$ cat src/rtl/baud_tick_gen.sv
// UART baud-rate generator: dual-modulus oversample period counter with a
// fractional accumulator, an oversample index and glitch-free divisor loading.
module baud_tick_gen #(
  parameter int BITS        = 11,
  parameter int FRAC_BITS   = 4,
  parameter int OS_BITS     = 4,
  parameter int DEFAULT_INT = 326
) (
  input  logic                 clk,
  input  logic                 reset,
  input  logic                 enable,
  input  logic [BITS-1:0]      div_int,
  input  logic [FRAC_BITS-1:0] div_frac,
  input  logic                 div_load,
  input  logic                 restart,
  output logic                 os_tick,
  output logic                 mid_tick,
  output logic                 bit_tick,
  output logic                 load_pending
);

  localparam logic [BITS-1:0]    DEF_INT   = BITS'(DEFAULT_INT);
  localparam logic [BITS-1:0]    DEF_LIMIT = BITS'(DEFAULT_INT - 1);
  localparam logic [BITS-1:0]    ONE       = BITS'(1);
  localparam logic [OS_BITS-1:0] OS_ONE    = OS_BITS'(1);
  localparam logic [OS_BITS-1:0] MID_IDX   = OS_BITS'((2 ** (OS_BITS - 1)) - 1);
  localparam logic [OS_BITS-1:0] BIT_IDX   = {OS_BITS{1'b1}};

  logic [BITS-1:0]      cnt;
  logic [BITS-1:0]      limit;
  logic [OS_BITS-1:0]   os_cnt;
  logic [FRAC_BITS-1:0] acc;
  logic [BITS-1:0]      div_int_q;
  logic [FRAC_BITS-1:0] div_frac_q;
  logic [BITS-1:0]      pend_int;
  logic [FRAC_BITS-1:0] pend_frac;
  logic                 pending;

  logic                 wrap;
  logic [BITS-1:0]      int_eff;
  logic [FRAC_BITS-1:0] frac_eff;
  logic [FRAC_BITS:0]   acc_sum;
  logic                 frac_used;
  logic                 carry;
  logic [BITS-1:0]      base_limit;

  // Divisor in force for any update this cycle: a same-cycle load beats the
  // pending value, which beats the active one.
  always_comb begin
    int_eff  = div_int_q;
    frac_eff = div_frac_q;
    if (div_load) begin
      int_eff  = div_int;
      frac_eff = div_frac;
    end else if (pending) begin
      int_eff  = pend_int;
      frac_eff = pend_frac;
    end
  end

  // Fraction only applies where the extra clock cannot overflow the counter
  // and the divisor is large enough to have a real period.
  always_comb begin
    wrap       = enable & ~restart & (cnt == limit);
    frac_used  = (int_eff > ONE) && (int_eff != {BITS{1'b1}});
    acc_sum    = {1'b0, acc} + {1'b0, frac_eff};
    carry      = frac_used & acc_sum[FRAC_BITS];
    base_limit = (int_eff > ONE) ? (int_eff - ONE) : '0;
  end

  always_ff @(posedge clk or posedge reset) begin
    if (reset) begin
      cnt        <= '0;
      limit      <= DEF_LIMIT;
      os_cnt     <= '0;
      acc        <= '0;
      div_int_q  <= DEF_INT;
      div_frac_q <= '0;
      pend_int   <= '0;
      pend_frac  <= '0;
      pending    <= 1'b0;
    end else if (restart) begin
      cnt        <= '0;
      os_cnt     <= '0;
      acc        <= '0;
      limit      <= base_limit;
      div_int_q  <= int_eff;
      div_frac_q <= frac_eff;
      pending    <= 1'b0;
    end else begin
      if (wrap) begin
        cnt    <= '0;
        os_cnt <= os_cnt + OS_ONE;
        limit  <= base_limit + BITS'(carry);
        if (frac_used) begin
          acc <= acc_sum[FRAC_BITS-1:0];
        end
      end else if (enable) begin
        cnt <= cnt + ONE;
      end

      // Frozen counters have no period to glitch, so a load lands at once.
      if (wrap || !enable) begin
        div_int_q  <= int_eff;
        div_frac_q <= frac_eff;
        pending    <= 1'b0;
      end else if (div_load) begin
        pend_int  <= div_int;
        pend_frac <= div_frac;
        pending   <= 1'b1;
      end
    end
  end

  assign os_tick      = wrap;
  assign mid_tick     = wrap & (os_cnt == MID_IDX);
  assign bit_tick     = wrap & (os_cnt == BIT_IDX);
  assign load_pending = pending;

endmodule

$ cat config.mk
export PLATFORM = sky130hd
export DESIGN_NAME = baud_tick_gen
export DESIGN_NICKNAME = d
export VERILOG_FILES = /design/src/rtl/baud_tick_gen.sv
export SDC_FILE = /design/constraint.sdc
export NUM_CORES = 1
export LEC_CHECK = 0
export CAP_MARGIN = 20
export CORE_MARGIN = 1
export CORE_UTILIZATION = 47
export CTS_BUF_LIST = sky130_fd_sc_hd__clkbuf_16
export CTS_CLUSTER_SIZE = 40
export DETAILED_ROUTE_END_ITERATION = 10
export GPL_ROUTABILITY_DRIVEN = 0
export GPL_TIMING_DRIVEN = 0
export HOLD_SLACK_MARGIN = 0.02
export PLACE_DENSITY = 0.66
export SLEW_MARGIN = 20
export SYNTH_ARGS = -nofsm -noshare
export SYNTH_HDL_FRONTEND = slang
export SYNTH_SLANG_ARGS = --single-unit
$ cat constraint.sdc
create_clock -name clk -period 3.74 [get_ports clk]
set_input_delay 0.374 -clock clk [delete_from_list [all_inputs] [get_ports clk]]
set_output_delay 0.374 -clock clk [all_outputs]
set_load 0.02 [all_outputs]
Yosys cells after proc, flatten, opt, wreduce, memory -nomap -nowiden:

Index checks and enable logic that the tools add are counted.
W data, S select, Z words.

* flip-flop bits (word level): 61
* bits in latches: 0
* RAM bits: 0
* bits in read-only memories: 0
* bits of input ports: 20
* output and inout port bits: 4
* memories kept: 0

* add/subtract/negate cells: 5
* multiply operators: 0
* div/mod/pow operators: 0
* $lt $le $gt $ge: 1
* eq/ne operators: 4
* shift operators: 0
* multiplexer cells: 22
* bitwise operators: 7
* reductions and logical operators: 10

Operators by type and width (count)
* $mux W11: 10
* $mux W4: 9
* $add A11 B1 Y11: 1
* $add A11 B1 Y11 const B: 1
* $eq A11 B11 Y1: 1
* $gt A11 B1 Y1 const B: 1
* $ne A11 B11 Y1 const B: 1
* $sub A11 B1 Y11 const B: 1
* $reduce_bool A2 Y1: 3
* $reduce_bool A3 Y1: 2
* $add A4 B4 Y5: 1
* $and A1 B1 Y1: 5
* $add A4 B1 Y4 const B: 1
* $eq A4 B3 Y1 const B: 1
* $eq A4 B4 Y1 const B: 1
* $mux W1: 3
* $reduce_and A3 Y1: 1
* $not A1 Y1: 2
* $reduce_and A2 Y1: 1
* $logic_and A1 B1 Y1: 1
* $logic_not A1 Y1: 1
* $logic_or A1 B1 Y1: 1

Longest topological paths before layout:

* word-level depth: 8
* depth in mapped cells: 21
* depth with buffers taken out: 18

Worst setup path after synthesis:

OpenSTA, ideal clock, no wires.

* path type: input -> register
* start: input port div_load
* end: register limit[10]
* arrival: 3.483 ns
* required time: 3.615 ns
* slack: 0.132 ns
* cell stages on the path: 21
* cells stage by stage: buf_2 > buf_4 > clkbuf_1 > nand2_1 > o21ai_0 > ha_1 > inv_1 > fa_1 > nor2b_1 > o21a_1 > o21a_1 > ha_1 > ha_1 > inv_1 > nor2_1 > and3_1 > o211ai_1 > a22oi_1 > nand4_1 > xnor2_1 > mux2_2

RTL lines
* from (decl): RTL line 14 `input logic div_load,`
* $mux W4: RTL line 52 `if (div_load) begin`
* net frac_eff[0]: RTL line 41 `logic [FRAC_BITS-1:0] frac_eff;`
* $add A4 B4 Y5: RTL line 66 `acc_sum = {1'b0, acc} + {1'b0, frac_eff};`
* $and A1 B1 Y1: RTL line 67 `carry = frac_used & acc_sum[FRAC_BITS];`
* $add A11 B1 Y11: RTL line 94 `limit <= base_limit + BITS'(carry);`
* $mux W11: RTL line 91 `if (wrap) begin`
* $mux W11: RTL line 82 `end else if (restart) begin`
* to (signal assigned): RTL line 86 `limit <= base_limit;`
* to (signal assigned): RTL line 94
* to (decl): RTL line 30 `logic [BITS-1:0] limit;`

The timed path passes the listed nets, and every way through them passes these cells. The select of a mux whose other input is x is not followed.
A chain may end at the register's enable or synchronous reset.

Worst setup path after layout:

* start: register pending (netlist: load_pending)
* end: register limit[10]

RTL lines
* from (decl): RTL line 37 `logic pending;`
* from (signal assigned): RTL line 81 `pending <= 1'b0;`
* from (signal assigned): RTL line 89 `pending <= 1'b0;`
* from (signal assigned): RTL line 106 `pending <= 1'b0;`
* $mux W4: RTL line 55 `end else if (pending) begin`
* $mux W4: RTL line 52
* net frac_eff[0]: RTL line 41
* $add A4 B4 Y5: RTL line 66
* $and A1 B1 Y1: RTL line 67
* $add A11 B1 Y11: RTL line 94
* $mux W11: RTL line 91
* $mux W11: RTL line 82

The timed path passes the listed nets, and every way through them passes these cells. The select of a mux whose other input is x is not followed.

==> flow_summary.toml <==
[floorplan]
rows = 32
die_x_um = 92.4
start_util_pct = 49.2
core_area_um2 = 7810
ios = 24
die-area_um2 = 8540
die_height_um = 92.4

[worst_setup_path]
slowest_delay_ps = 390
crit_type = "reg -> reg"
crit_arrival_ps = 3900
startpoint_type = "flip-flop"
path_delay_family = "adder cells"
crit_fanout = 6
reg2reg_depth = 20
worst_ep_required_time_ps = 3940
crit_path_top_delay_cell = "dfrtp_1"
worstReg2RegStart = "load_pending"
rr_endpoint = "limit[10]"
crit_buf_inv = 4
worstPathCellList = "buf_6, buf_12, mux2i_1, o21ai_1, ha_2, inv_1, fa_2, nor2b_1, o21a_1, o21a_1, ha_2, ha_4, inv_2, nor2_4, and3_1, o211ai_1, a22oi_2, nand4_1, xnor2_1, mux2_2"
crit_path_end_kind = "flip-flop"
r2r_slack_ps = 40

[logic_synthesis]
async_flop_share_pct = 100
ys_top_cells_by_area = "dfrtp_1 (35%), mux2_2 (5.6%), dfstp_2 (5.5%), o21ai_0 (5.3%), mux2i_1 (4.4%)"
ys_types = 54
synth-edff-count = 0
syn_nets = 417
synth_top_area_share_pct = 34.5
syn_area_per_cell_um2 = 9.98
yosysWarnings = 0
synth.cell_area_um2 = 3840
syn_inst = 385
seq_area_frac_synth_pct = 40.0
synth_largest_area_cell = "dfrtp_1"
ys_ff_latch = 61
synthFlopType = "dfrtp_1"

[flow_run]
cap_violations = 0

[final_layout]
fin_nets = 473
final_cells = 548
area_growth_pct = 24.4
diodes = 0
drive_gt1_share_pct = 25.1

[sta]
fin_crit_sh_pct = 98.8
max_freq_mhz = 271
fin_setup_tns_ps = 0
worst_slew_pin_slew_ps = 626
hold_viol_final = 0
setup-violations-final = 0
whs_ps = 395
slew_headroom_pct = 58.3
rsz0062_at_grt = "yes"
clock_skew_ps = 8.50
finalCriticalPeriod_ps = 3700
slew_viol_final = 0

[clock_tree]
clkTransAtPathRegs_ps = 50
clk_latency_ps = 320
cts_sinks = 61
numCtsBuffers = 9
cts_tree = "yes"
htree_levels = 3
clockBufferDepth = 2
root_buffer = "clkbuf_16"

[min_path]
hold_class = "in -> async"

[power]
finalPower_uw = 2100
vdd_drop_max_uv = 306
power.leakage_uw = 0.00201
p_per_area_nw_per_um2 = 439

[routing]
wirelength_um = 8750
wire_per_inst_um = 16.0
num_vias = 3011
ant_nets = 0
via_per_inst = 5.49
drt_iter0_drc = 137
drcViolationCount = 0
drtPass1Iterations = 4

[place]
port_buffers = 21
place_inst = 509
hpwlAfterDp_um = 6030

[global_routing]
grtUsageMet3_pct = 3.86
grt_pass1_vias = 2790
grt_overflow = 0
use_met2_pct = 32.8
grt_usage_pct = 21.0
use_met1_pct = 29.6
grt_start_max_net_pins = 34
antenna_found_initial = 0
grt_pass1_wl_um = 13900
busiest_layer = "met2"

[status]
status = "finished, final reports clean"
## flip-flops by register name (all words and copies together) (netlist names)
| register | cells |
|---|---|
| cnt | 11 |
| pend_frac | 4 |
| os_cnt | 4 |
| acc | 4 |
| pend_int | 11 |
| load_pending | 1 |
| limit | 11 |
| div_int_q | 11 |
| div_frac_q | 4 |
## routing by layer
layer,wire length [um],share of wire (%)
met5,0,0
met4,96,1.1
met3,191,2.2
met2,4220,48
met1,4240,48
## through the flow
step | setup slack, ps | util, % | area (um^2)
floorplan | 132 | - | 3840
global placement | -349 | 53.5 | 4180
detailed placement | -401 | 53.8 | 4200
CTS | 23.9 | 58.8 | 4590
global route | -144 | 61.2 | 4780
finish | 44.5 | 61.2 | 4780
## worst max-delay path by stage
stage	startpoint	endpoint	cells after the start
after detailed placement	div_load	limit[10]	21
after floorplan	div_load	limit[10]	21
after global routing	load_pending	limit[10]	20
after CTS	load_pending	limit[10]	20
after global placement	div_load	limit[10]	21
final	load_pending	limit[10]	20
## synth_stat cells (3+ instances only)
| cell type | instances |
|---|---|
| clkbuf_1 | 11 |
| nand2b_1 | 4 |
| nand4_1 | 12 |
| mux2i_1 | 17 |
| nor4_1 | 3 |
| inv_1 | 6 |
| nor2_1 | 26 |
| o21a_1 | 5 |
| o21ai_0 | 41 |
| buf_4 | 3 |
| a21oi_1 | 9 |
| nor3_1 | 4 |
| o211ai_1 | 3 |
| dfrtp_1 | 53 |
| ha_1 | 11 |
| nand2_1 | 44 |
| a21o_1 | 5 |
| mux2_4 | 3 |
| mux2_1 | 7 |
| mux2_2 | 19 |
| dfstp_2 | 8 |
| xnor2_1 | 18 |
| xor2_1 | 7 |
| and3_1 | 12 |
| mux2i_4 | 6 |
| and2_1 | 3 |
| nor2b_1 | 5 |
| buf_2 | 3 |
| nand3_1 | 4 |
| o31ai_1 | 3 |
## power breakdown
| part | switching [uW] | internal (uW) | leakage [uW] |
|---|---|---|---|
| clock network | 280 | 574 | 0.000158 |
| registers | 49.2 | 750 | 0.000760 |
| logic | 231 | 213 | 0.00109 |
| total | 560 | 1540 | 0.00201 |
## kinds of logic after synthesis
kind of cell | synth area share [%]
buffers and inverters | 3.81
multiplexers | 16.7
XOR/XNOR | 5.70
AO/OA/AOI/OAI | 12.3
AND/OR/NAND/NOR | 17.3
flip-flops | 40.0
adder cells (fa/ha/maj) | 4.10
## what timing repair did
action / in CTS / in global routing
pin swaps: 5 / 11
resized for setup: 8 / 12
setup buffers: 7 / 17
hold buffers: 0 / 0
setup endpoints to repair: 3 / 4
cloned: 0 / 0
## layout by cell type (no fill, tap or decap), drive strengths merged, types with 6 or more instances in the layout
master,instances
o21a,6
ha,11
clkbuf,19
o21ai,41
buf,33
dfstp,8
mux2,29
mux2i,23
a21oi,10
clkdlybuf4s50,21
nor2,26
dfrtp,53
xor2,7
inv,10
and3,12
xnor2,18
nand4,13
nand2,46
## cell type report
class                           instances  area [um^2]
Fill cell                             666         3030
Multi-Input combinational cell        296         2220
Sequential cell                        61         1540
Timing Repair Buffer                   46          435
Clock buffer                            9          225
Tap cell                              102          128
Buffer                                 18          110
Clock inverter                          7         82.6
Inverter                                9         38.8
Note: power is estimated with default switching activity, not from simulation.
